File: config.mk
export PLATFORM = sky130hd
export DESIGN_NAME = alu_issue_ctrl
export DESIGN_NICKNAME = d
export VERILOG_FILES = /design/src/rtl/alu_issue_ctrl.sv
export SDC_FILE = /design/constraint.sdc
export NUM_CORES = 1
export LEC_CHECK = 0
export BUFFER_PORTS_ARGS = -buffer_cell sky130_fd_sc_hd__buf_2
export CAP_MARGIN = 40
export CORE_MARGIN = 3
export CORE_UTILIZATION = 40
export CTS_CLUSTER_SIZE = 20
export DETAILED_ROUTE_END_ITERATION = 10
export GPL_TIMING_DRIVEN = 0
export PLACE_DENSITY = 0.73
export RECOVER_POWER = 50
export SYNTH_ARGS = -nofsm -noshare
export SYNTH_HDL_FRONTEND = slang
export SYNTH_SLANG_ARGS = --single-unit
File: constraint.sdc
create_clock -name clk -period 5.7 [get_ports clk]
set_clock_uncertainty 0.05 [all_clocks]
set_input_delay 0.285 -clock clk [delete_from_list [all_inputs] [get_ports clk]]
set_output_delay 0.285 -clock clk [all_outputs]
set_load 0.005 [all_outputs]
File: src/rtl/alu_issue_ctrl.sv
// alu_issue_ctrl: execute-stage issue controller for the DLX ALU.
// It decodes one instruction per transaction and drives the ALU operand and control bus.
// It waits ALU_LATENCY cycles and then returns the captured result over a valid/ready handshake.
// Optional build macro: ALU_ISSUE_CNT_EN adds the issue_count and illegal_count statistics outputs.
module alu_issue_ctrl #(
    parameter int unsigned ALU_LATENCY = 1  // 1..7
) (
    input  logic        clk,
    input  logic        reset,
    input  logic        in_valid,
    output logic        in_ready,
    input  logic [31:0] instr,
    input  logic [31:0] rs1_data,
    input  logic [31:0] rs2_data,
    output logic [31:0] alu_in1,
    output logic [31:0] alu_in2,
    output logic [2:0]  alu_operation,
    output logic [2:0]  alu_opselect,
    output logic [4:0]  alu_shift_number,
    output logic        alu_enable_arith,
    output logic        alu_enable_shift,
    input  logic [31:0] alu_out,
    input  logic        alu_carry,
    output logic        res_valid,
    input  logic        res_ready,
    output logic [31:0] res_data,
    output logic        res_carry,
    output logic [4:0]  res_rd,
    output logic        res_illegal
`ifdef ALU_ISSUE_CNT_EN
    ,
    output logic [31:0] issue_count,
    output logic [31:0] illegal_count
`endif
);

    typedef enum logic [1:0] {IDLE, ISSUE, WAIT, RESP} state_t;

    state_t      state, state_nxt;
    logic [2:0]  cnt;
    logic        is_shift_q;

    logic [5:0]  opcode;
    logic [5:0]  func;
    logic        dec_legal;
    logic        dec_shift;
    logic [2:0]  dec_op;
    logic [2:0]  dec_opsel;
    logic [4:0]  dec_shamt;
    logic [31:0] dec_in2;
    logic [4:0]  dec_rd;

    // The rs1 register field is resolved upstream; only its operand value arrives here.
    logic unused_rs1_field;
    assign unused_rs1_field = ^instr[25:21];

    assign opcode = instr[31:26];
    assign func   = instr[5:0];

    // Instruction decode: operand 2 source, ALU control codes and destination register.
    always_comb begin
        dec_legal = 1'b0;
        dec_shift = 1'b0;
        dec_op    = 3'b000;
        dec_opsel = 3'b000;
        dec_shamt = 5'd0;
        dec_in2   = '0;
        dec_rd    = instr[20:16];
        if (opcode == 6'h00) begin
            dec_rd  = instr[15:11];
            dec_in2 = rs2_data;
            case (func)
                6'h20: begin dec_legal = 1'b1; dec_opsel = 3'b001; dec_op = 3'b000; end
                6'h22: begin dec_legal = 1'b1; dec_opsel = 3'b001; dec_op = 3'b001; end
                6'h24: begin dec_legal = 1'b1; dec_opsel = 3'b001; dec_op = 3'b010; end
                6'h25: begin dec_legal = 1'b1; dec_opsel = 3'b001; dec_op = 3'b011; end
                6'h26: begin dec_legal = 1'b1; dec_opsel = 3'b001; dec_op = 3'b100; end
                6'h04: begin dec_legal = 1'b1; dec_shift = 1'b1; dec_opsel = 3'b000; dec_shamt = rs2_data[4:0]; end
                6'h06: begin dec_legal = 1'b1; dec_shift = 1'b1; dec_opsel = 3'b001; dec_shamt = rs2_data[4:0]; end
                6'h07: begin dec_legal = 1'b1; dec_shift = 1'b1; dec_opsel = 3'b010; dec_shamt = rs2_data[4:0]; end
                default: ;
            endcase
        end else begin
            case (opcode)
                6'h08: begin dec_legal = 1'b1; dec_opsel = 3'b001; dec_op = 3'b000; dec_in2 = {{16{instr[15]}}, instr[15:0]}; end
                6'h0A: begin dec_legal = 1'b1; dec_opsel = 3'b001; dec_op = 3'b001; dec_in2 = {{16{instr[15]}}, instr[15:0]}; end
                6'h0C: begin dec_legal = 1'b1; dec_opsel = 3'b001; dec_op = 3'b010; dec_in2 = {16'h0000, instr[15:0]}; end
                6'h0D: begin dec_legal = 1'b1; dec_opsel = 3'b001; dec_op = 3'b011; dec_in2 = {16'h0000, instr[15:0]}; end
                6'h0E: begin dec_legal = 1'b1; dec_opsel = 3'b001; dec_op = 3'b100; dec_in2 = {16'h0000, instr[15:0]}; end
                6'h14: begin dec_legal = 1'b1; dec_shift = 1'b1; dec_opsel = 3'b000; dec_shamt = instr[4:0]; end
                6'h16: begin dec_legal = 1'b1; dec_shift = 1'b1; dec_opsel = 3'b001; dec_shamt = instr[4:0]; end
                6'h17: begin dec_legal = 1'b1; dec_shift = 1'b1; dec_opsel = 3'b010; dec_shamt = instr[4:0]; end
                default: ;
            endcase
        end
    end

    // State register; reset drops any in-flight operation.
    always_ff @(posedge clk) begin
        if (reset) begin
            state <= IDLE;
        end else begin
            state <= state_nxt;
        end
    end

    // Next-state logic, handshake outputs and the single-cycle enable pulse.
    always_comb begin
        state_nxt        = state;
        in_ready         = 1'b0;
        res_valid        = 1'b0;
        alu_enable_arith = 1'b0;
        alu_enable_shift = 1'b0;
        case (state)
            IDLE: begin
                in_ready = 1'b1;
                if (in_valid) begin
                    state_nxt = dec_legal ? ISSUE : RESP;
                end
            end
            ISSUE: begin
                alu_enable_arith = ~is_shift_q;
                alu_enable_shift = is_shift_q;
                state_nxt        = WAIT;
            end
            WAIT: begin
                if (cnt == 3'd0) begin
                    state_nxt = RESP;
                end
            end
            RESP: begin
                res_valid = 1'b1;
                if (res_ready) begin
                    state_nxt = IDLE;
                end
            end
            default: state_nxt = IDLE;
        endcase
    end

    // Operand/control latch at accept, latency countdown and result capture.
    always_ff @(posedge clk) begin
        if (reset) begin
            alu_in1          <= '0;
            alu_in2          <= '0;
            alu_operation    <= '0;
            alu_opselect     <= '0;
            alu_shift_number <= '0;
            is_shift_q       <= 1'b0;
            cnt              <= '0;
            res_data         <= '0;
            res_carry        <= 1'b0;
            res_rd           <= '0;
            res_illegal      <= 1'b0;
        end else begin
            case (state)
                IDLE: begin
                    if (in_valid) begin
                        alu_in1          <= rs1_data;
                        alu_in2          <= dec_in2;
                        alu_operation    <= dec_op;
                        alu_opselect     <= dec_opsel;
                        alu_shift_number <= dec_shamt;
                        is_shift_q       <= dec_shift;
                        res_rd           <= dec_rd;
                        res_illegal      <= ~dec_legal;
                        if (!dec_legal) begin
                            res_data  <= '0;
                            res_carry <= 1'b0;
                        end
                    end
                end
                ISSUE: begin
                    cnt <= 3'(ALU_LATENCY - 1);
                end
                WAIT: begin
                    if (cnt == 3'd0) begin
                        res_data  <= alu_out;
                        res_carry <= alu_carry;
                    end else begin
                        cnt <= cnt - 3'd1;
                    end
                end
                default: ;
            endcase
        end
    end

`ifdef ALU_ISSUE_CNT_EN
    // Free-running statistics counters; both wrap naturally at 2^32.
    always_ff @(posedge clk) begin
        if (reset) begin
            issue_count   <= '0;
            illegal_count <= '0;
        end else begin
            if (state == ISSUE) begin
                issue_count <= issue_count + 32'd1;
            end
            if (state == IDLE && in_valid && !dec_legal) begin
                illegal_count <= illegal_count + 32'd1;
            end
        end
    end
`endif

endmodule

Word-level counts from Yosys, hierarchy flattened
Index checks and enable logic that the tools add are counted.
Word-level totals
  output and inout bits: 118
  register bits after elaboration: 120
  word-level logic and storage cells: 93
  input port bits: 133
Operators by class
  equality and inequality tests: 24
  add/subtract/negate cells: 1
  bitwise logic cells: 2
  multiplexer cells: 37
  reduce and logical (&&, ||, !) cells: 17
Operators with widths (count)
  32-bit 2-to-1 mux: 4
  32-bit one-hot mux with 2 select lines: 2
  6-bit by 4-bit equality test with 1-bit output (second input constant): 5
  6-bit equality test (second input constant): 5
  3-bit one-hot mux with 4 select lines: 2
  5-bit 2-to-1 mux: 4
  6-bit by 3-bit equality test with 1-bit output (second input constant): 3
  6-bit by 5-bit equality test with 1-bit output (second input constant): 3
  8-bit OR reduction: 2
  1-bit 2-to-1 mux: 13
  6-bit OR reduction: 2
  2-bit != test (second input constant): 5
  3-bit 2-to-1 mux: 3
  3-bit OR reduction: 3
  2-bit 2-to-1 mux: 4
  2-bit one-hot mux with 2 select lines: 2
  2-bit one-hot mux with 4 select lines: 1
  6-bit zero test: 1
  3-bit one-hot mux with 2 select lines: 1
  2-bit equality test (second input constant): 2
  2-bit AND reduction: 2
  4-bit AND reduction: 1
  2-bit nonzero test: 2
  3-bit zero test: 1
  other kinds (7): 8

Logic depth before layout (Yosys ltp)
Gate-level depths: netlist of the first run.
  depth in word-level cells: 7
  mapped depth: 10
  mapped depth without buffers: 7

Worst setup path after synthesis of the first run
OpenSTA, ideal clock, no wires.
  kind: reg2reg
  start: register state[0]
  end: register res_data[13]
  cell stages (with the launch flop): 11
  path buffers: 3
  setup time: 0.127 ns
  setup slack: 3.593 ns
  arrival: 1.930 ns
  period minus slack after synthesis: 2.107 ns
  data required time: 5.523 ns
  cells stage by stage: dfxtp_1 inv_1 ha_1 and2_1 clkbuf_1 o2bb2ai_1 clkbuf_1 clkbuf_1 nor3_1 o21ai_0 nand4_1
Between the ends
  longest elaborated chain between the ends: 3
  elaborated cells between the ends (all ways): 8
  classes of those cells: 4 x eq/ne; 1 x mux; 3 x reduce/logical
Ends and longest elaborated chain
  start, declared: line 39  | state_t state, state_nxt;
  start signal, assigned: line 103  | state <= state_nxt;
  2-bit equality test / 2-bit zero test (equally long branches): line 156  | case (state)
  2-bit != test (no line) / 2-bit nonzero test (equally long branches)
  4-bit AND reduction (no line)
  end signal, assigned: line 178  | res_data <= alu_out;
  end, declared: line 26  | output logic [31:0] res_data,
Several ways; a longest one is shown, not always the timed one.
A chain may end at the register's enable or synchronous reset.

Worst setup path after layout of the first run
  start: register state[0]
  end: register res_data[15]
The elaborated chain is that of the path after synthesis.

==> results of run 1 <==
power groups by stage:
stage	Clock (mW)	Sequential, mW	Combinational [mW]
floorplan	0	1.13	0.656
global placement	0	1.12	1.13
detailed placement	0	1.12	1.14
CTS	1.23	1.11	1.15
global route	1.27	1.13	1.25
finish	1.22	1.11	1.12
stage by stage:
step / total power [mW] / hold WS [ns] / setup WS, ns
2_1_floorplan: 1.787 / 0.3710 / 3.593
3_3_place_gp: 2.245 / 0.3914 / 3.090
3_5_place_dp: 2.265 / 0.3935 / 3.106
4_1_cts: 3.486 / 0.04359 / 3.092
5_1_grt: 3.652 / 0.04862 / 2.835
6_report: 3.448 / 0.05425 / 3.046
final cells by class:
class	count	area share
multi-input cells	581	0.4033
flip-flops and latches	119	0.2978
repair buffers	244	0.1403
clock buffers	19	0.05536
plain buffers	83	0.04207
well taps	184	0.02878
clock inverters	13	0.02831
inverters	8	0.003754
diodes	1	0.0003128
state kept, by name, summed over array words and instances (netlist names):
register and count:
res_carry 1, alu_opselect 2, is_shift_q 1, alu_in1 32, res_illegal 1, state 2, alu_operation 3, alu_shift_number 5
res_rd 5, alu_in2 32, res_data 32, cnt 3
placed cells by master, fill, tap and decap left out, types with 2 or more instances in the layout:
cell type	netlist	routed
buf_2	4	169
clkbuf_1	71	150
nand2_1	136	136
dfxtp_1	119	119
nor3_1	77	77
nand4_1	66	66
nor2_1	59	59
a21oi_1	50	50
nand3b_1	35	35
or4_1	33	33
o21ai_0	27	27
clkbuf_16	0	17
a211oi_1	16	16
a221oi_1	16	16
inv_1	8	8
o21ai_1	7	7
nor2b_1	6	6
ha_1	6	6
bufinv_16	0	6
nand3_1	5	5
buf_1	4	5
mux2i_1	5	5
a32oi_1	5	5
nand2b_1	4	4
clkinv_2	0	4
a31oi_1	3	3
clkinv_4	0	3
and2_1	2	2
or3b_1	2	2
or3_1	2	2
buf_6	2	2
o221ai_1	2	2
metal layers:
layer,vias up,routed length (um),track usage
met5,-,0,0
met4,0,448,0.09051
met3,35,1680,0.05333
met2,307,10210,0.4082
met1,3236,8845,0.3162
li1,3404,-,-
critical path: cells and delay by family (launching register included):
kind	cells	cell delay, ns
compound gates	2	0.39
fa+ha+maj	1	0.19
buf+inv	4	1.11
flops	1	0.36
simple gates	3	0.44
logic make-up (layout without fill, tap and decap cells):
logic type                 after synthesis  after routing  share of synthesized area
muxes                                    6              6                    0.01026
other                                    1              2                  0.0006275
AOI/OAI and AO/OA                      136            136                     0.1438
adders and majority gates                6              6                    0.01256
DFF                                    119            119                     0.3987
xor gates and xnor gates                 1              1                   0.001466
buffers and inverters                   91            367                    0.06135
and+or+nand+nor                        431            431                     0.3712
final timing paths:
path | from | to | slack [ns] | depth (start not counted)
worst max-delay path | state[0] | res_data[15] | 3.05 | 10
worst min-delay path | rs1_data[1] | alu_in1[1] | 0.05 | 3
worst max register to register | state[0] | res_data[15] | 3.05 | 10
worst min register to register | alu_in1[14] | alu_in1[14] | 0.40 | 2
==> run metrics, run 1 <==
Post-CTS Setup Inserts 0; DR WL/cell between 15 and 20 um; share of layout cells above drive strength 1 0.1978; I/O pin count 251; Final GP Congestion around 0.86; Yosys cell types between 40 and 50; pin count of the biggest net entering global routing 17; total track usage 0.2470; Top FF cell, synth dfxtp_1; post-DR vias/cell ~5.6; max incr delay on CP 0.41 ns; Switching Fraction 0.3624; DRC 0; Sink Count around 120; critical path peak fanout 10; Worst Setup Path Type reg2reg; post-synthesis sequential area ratio 0.3987; Synth area leader dfxtp_1; CP endpoint kind register; first-pass GRT wire length 32530 um; CTS Buf Count 17; RSZ-0062 raised after global routing false; net switching power 1.249 mW; Root Driver clkbuf_16; cells after synthesis 791; Synthesis Warnings 0; PwrDens 431.0 nW/um2; final-report setup violation count 0; syn_nets 930; Async S/R FF share, synth 0; die area 16440 um2; synth cell count leaders 136 x nand2_1, 119 x dfxtp_1, 77 x nor3_1; CTS hold repair buffers 0; fin util 0.5484; most used cell, CP clkbuf_1; Comb pwr share 0.325; CTS tree built; run status complete, no violations; worst hold path type in2reg; die width 128.2 um; measured slew at the worst slew-check pin 0.7536 ns; Data arrival, critical path 2.90 ns; footprint of the multi-input gates 3227 um2; Area growth syn-to-layout 33.88%; Clk pwr share 0.353; Mapped Avg Cell Area about 7.6 um2; maxcap violations 0; # nets final 1193; Yosys top cell area share 0.3987; post-route setup TNS 0 ns; latest clock arrival within the worst-skew pair 0.41 ns; Synth Register Bits between 100 and 150; most common cell in the netlist nand2_1; 1st-iter DRT viols 587; leakage power 3.092 nW; clk buf depth 2; die height 128.2 um; Peak VDD IR ~0.22 mV; fillcell total 1461; DP Cell Count 1219; Rel. slew slack 0.4937; CP Cell Sequence inv_1 > ha_1 > clkbuf_1 > nor2b_1 > o2bb2ai_1 > clkbuf_1 > clkbuf_1 > nor3_1 > o21ai_1 > nand4_1; Critical Path RT 5.94 ns; slowest CP cell clkbuf_1; Initial Util 0.4096; core area 14590 um2; grt ovf 0; cts repair resizes 0; final hold vios 0; Flop pwr share 0.323; startpoint types register; antenna violations before repair 0; Seq. cell area 2382 um2; WL final 21190 um; Post-DRT Antenna Nets 0; vias in the first global route 6268; Placed Area 7427 um2; fmax 376.8 MHz; Detailed Place HPWL roughly 16000 um; Tmin final 2.654 ns; Cell Area, Synth between 5000 and 6000 um2; number of port buffers between 200 and 250; Clock transition at path regs 0.06 ns; total number of vias 6982; P_int ~2.2 mW; Max Slew Vio Count 0; Post-synth EDFFs 0; Final Instance Area 8000 um2; largest cells by area after synthesis dfxtp_1 40%, nand2_1 8.5%, nand4_1 6.9%, nor3_1 6.4%, clkbuf_1 4.5%; DRT Pass-1 Iters 5; Final Cycle Share 0.4656; row cnt 44; fin cells 1252; H-tree depth 4
Power figures use the tool's default switching activity.
==> run 2: changes to the inputs <==
==> constraint.sdc (replaced) <==
create_clock -name clk -period 2.5 [get_ports clk]
set_clock_uncertainty 0.05 [all_clocks]
set_input_delay 0.125 -clock clk [delete_from_list [all_inputs] [get_ports clk]]
set_output_delay 0.125 -clock clk [all_outputs]
set_load 0.005 [all_outputs]
==> run metrics, run 2 (synthesis results as in run 1) <==
run status complete, no violations (unchanged); leakage power 3.515 nW (was 3.092 nW); final-report setup violation count 0 (unchanged); Hold Path End alu_in2[10] (was alu_in1[1]); Initial Util 0.4096 (unchanged); Worst Hold Slack 0.01514 ns (was 0.05425 ns); Critical Path RT 2.81 ns (was 5.94 ns); metal2 WL 10990 um (was 10210 um); vias in the first global route 7008 (was 6268); Data arrival, critical path 2.62 ns (was 2.90 ns); Tmin final 2.312 ns (was 2.654 ns); DRC 0 (unchanged); fillcell total 1302 (was 1461); footprint of the multi-input gates 3233 um2 (was 3227 um2); final hold vios 0 (unchanged); Max Slew Vio Count 0 (unchanged); biggest registers after layout alu_in1 x32, alu_in2 x32, res_data x32 (unchanged); Worst Hold Launch rs2_data[10] (was rs1_data[1]); latest clock arrival within the worst-skew pair 0.41 ns (about the same); pin count of the biggest net entering global routing 17 (unchanged); Sink Count 119 (unchanged); row cnt 44 (unchanged); number of port buffers 244 (unchanged); r2r setup slk 0.19 ns (was 3.05 ns); reg2reg start state[0] (unchanged); first-pass GRT wire length 35570 um (was 32530 um); I/O pin count 251 (unchanged); critical path peak fanout 10 (unchanged); grt ovf 0 (unchanged); WL final 23080 um (was 21190 um); cell count of the worst hold path 3 (unchanged); maxcap violations 0 (unchanged); antenna violations before repair 0 (unchanged); total track usage 0.2689 (was 0.2470); # nets final 1293 (was 1193); DR WL/cell 17.07 um (was 16.92 um); 1st-iter DRT viols 579 (was 587); Clock transition at path regs 0.06 ns (about the same); Rel. slew slack 0.4957 (was 0.4937); worst hold path type in2reg (unchanged); post-DR vias/cell 5.616 (was 5.577); commonest non-fill, non-tap cell in the layout buf_2 (unchanged); Final GP Congestion 0.8625 (unchanged); H-tree depth 4 (unchanged); total number of vias 7593 (was 6982); die width 128.2 um (unchanged); DRT Pass-1 Iters 5 (unchanged); startpoint types register (unchanged); measured slew at the worst slew-check pin 0.7507 ns (was 0.7536 ns); Reg-to-Reg End res_data[13] (was res_data[15]); CTS Buf Count 17 (unchanged); clk buf depth 2 (unchanged); share of layout cells above drive strength 1 0.1842 (was 0.1978); Detailed Place HPWL 15570 um (unchanged); CTS tree built (unchanged); core area 14590 um2 (unchanged); Post-CTS Setup Inserts 0 (unchanged); Worst Setup Path Type reg2reg (unchanged); Peak VDD IR 0.5126 mV (was 0.2215 mV); die height 128.2 um (unchanged); most frequent cells in the layout 163 x buf_2, 148 x clkbuf_1, 136 x nand2_1 (was 169 x buf_2, 150 x clkbuf_1, 136 x nand2_1); Seq. cell area 2382 um2 (unchanged); fmax 432.6 MHz (was 376.8 MHz); top routing layer used met4 (unchanged); cell depth of the worst flop-to-flop path 10 (unchanged); Root Driver clkbuf_16 (unchanged); PwrDens 892.6 nW/um2 (was 431.0 nW/um2); Area growth syn-to-layout 50.84% (was 33.88%); Final Cycle Share 0.9247 (was 0.4656); RSZ-0062 raised after global routing false (unchanged); fin util 0.6178 (was 0.5484); CP endpoint kind register (unchanged); WL met3 1874 um (was 1680 um); die area 16440 um2 (unchanged); Post-Route M1 WL 9342 um (was 8845 um); Post-DRT Antenna Nets 0 (unchanged)
==> run 2: changes by cell type in the layout (fill, tap and decap cells not counted) <==
| cell | previous run | this run |
|---|---|---|
| o2bb2ai_2 | 0 | 1 |
| buf_1 | 5 | 4 |
| clkbuf_2 | 1 | 9 |
| o2bb2ai_1 | 1 | 0 |
| clkbuf_4 | 0 | 1 |
| dlygate4sd3_1 | 0 | 100 |
| clkbuf_1 | 150 | 148 |
| buf_2 | 169 | 163 |
==> run 2: where the power goes <==
group          switching, mW  total, mW  internal (mW)
registers              0.240       2.54           2.30
logic                   1.79       2.73          0.941
clock network          0.884       2.78           1.89
total                   2.91       8.05           5.13
==> run 2: critical path: stages (launching register included) <==
cell	delay, ns
dfxtp_1	0.32
inv_1	0.10
ha_1	0.15
clkbuf_1	0.38
nor2b_1	0.27
o2bb2ai_2	0.11
clkbuf_4	0.20
clkbuf_2	0.21
nor3_1	0.23
o21ai_0	0.12
nand4_1	0.11
==> run 2: metrics by stage <==
step	total power, mW	area [um2]	worst slack (ns)	setup TNS [ns]	cells
after global routing	8.499	9011	0.02332	0	1351
after floorplan	4.075	5976	0.3927	0	791
after detailed placement	5.165	7427	-0.09381	-0.6251	1219
after CTS	8.077	9092	0.01159	0	1350
final	8.045	9014	0.1882	0	1352
after global placement	5.118	7427	-0.1102	-0.6033	1219
==> run 2: area by class of cell <==
class | instances | area share
Antenna cell | 1 | 0.0002776
Buffer | 83 | 0.03887
Clock buffer | 19 | 0.04914
Clock inverter | 13 | 0.02512
Inverter | 8 | 0.003331
Multi-Input combinational cell | 581 | 0.3587
Sequential cell | 119 | 0.2643
Tap cell | 184 | 0.02554
Timing Repair Buffer | 344 | 0.2347
==> run 2: how the worst max path moves through the flow <==
stage	cells after the start	to	startpoint	slack, ns
2_1_floorplan	10	res_data[13]	state[0]	0.39
3_3_place_gp	10	res_data[13]	state[0]	-0.11
3_5_place_dp	10	res_data[15]	state[0]	-0.09
4_1_cts	10	res_data[15]	state[0]	0.01
5_1_grt	8	res_data[25]	state[0]	0.02
6_report	10	res_data[13]	state[0]	0.19
==> run 2: routing by layer <==
metal,vias up,global-route usage
li1,3602,-
met1,3495,0.3314
met2,425,0.4477
met3,71,0.05500
met4,0,0.1273
met5,-,0
==> run 2: timing repair <==
| item | 4_1_cts | 5_1_grt |
|---|---|---|
| hold buffers | 99 | 1 |
| endpoints found under the setup margin | 12 | 47 |
| pin swaps | 0 | 0 |
| cloned | 0 | 0 |
| resized for setup | 4 | 13 |
| hold endpoints to repair | 92 | 1 |
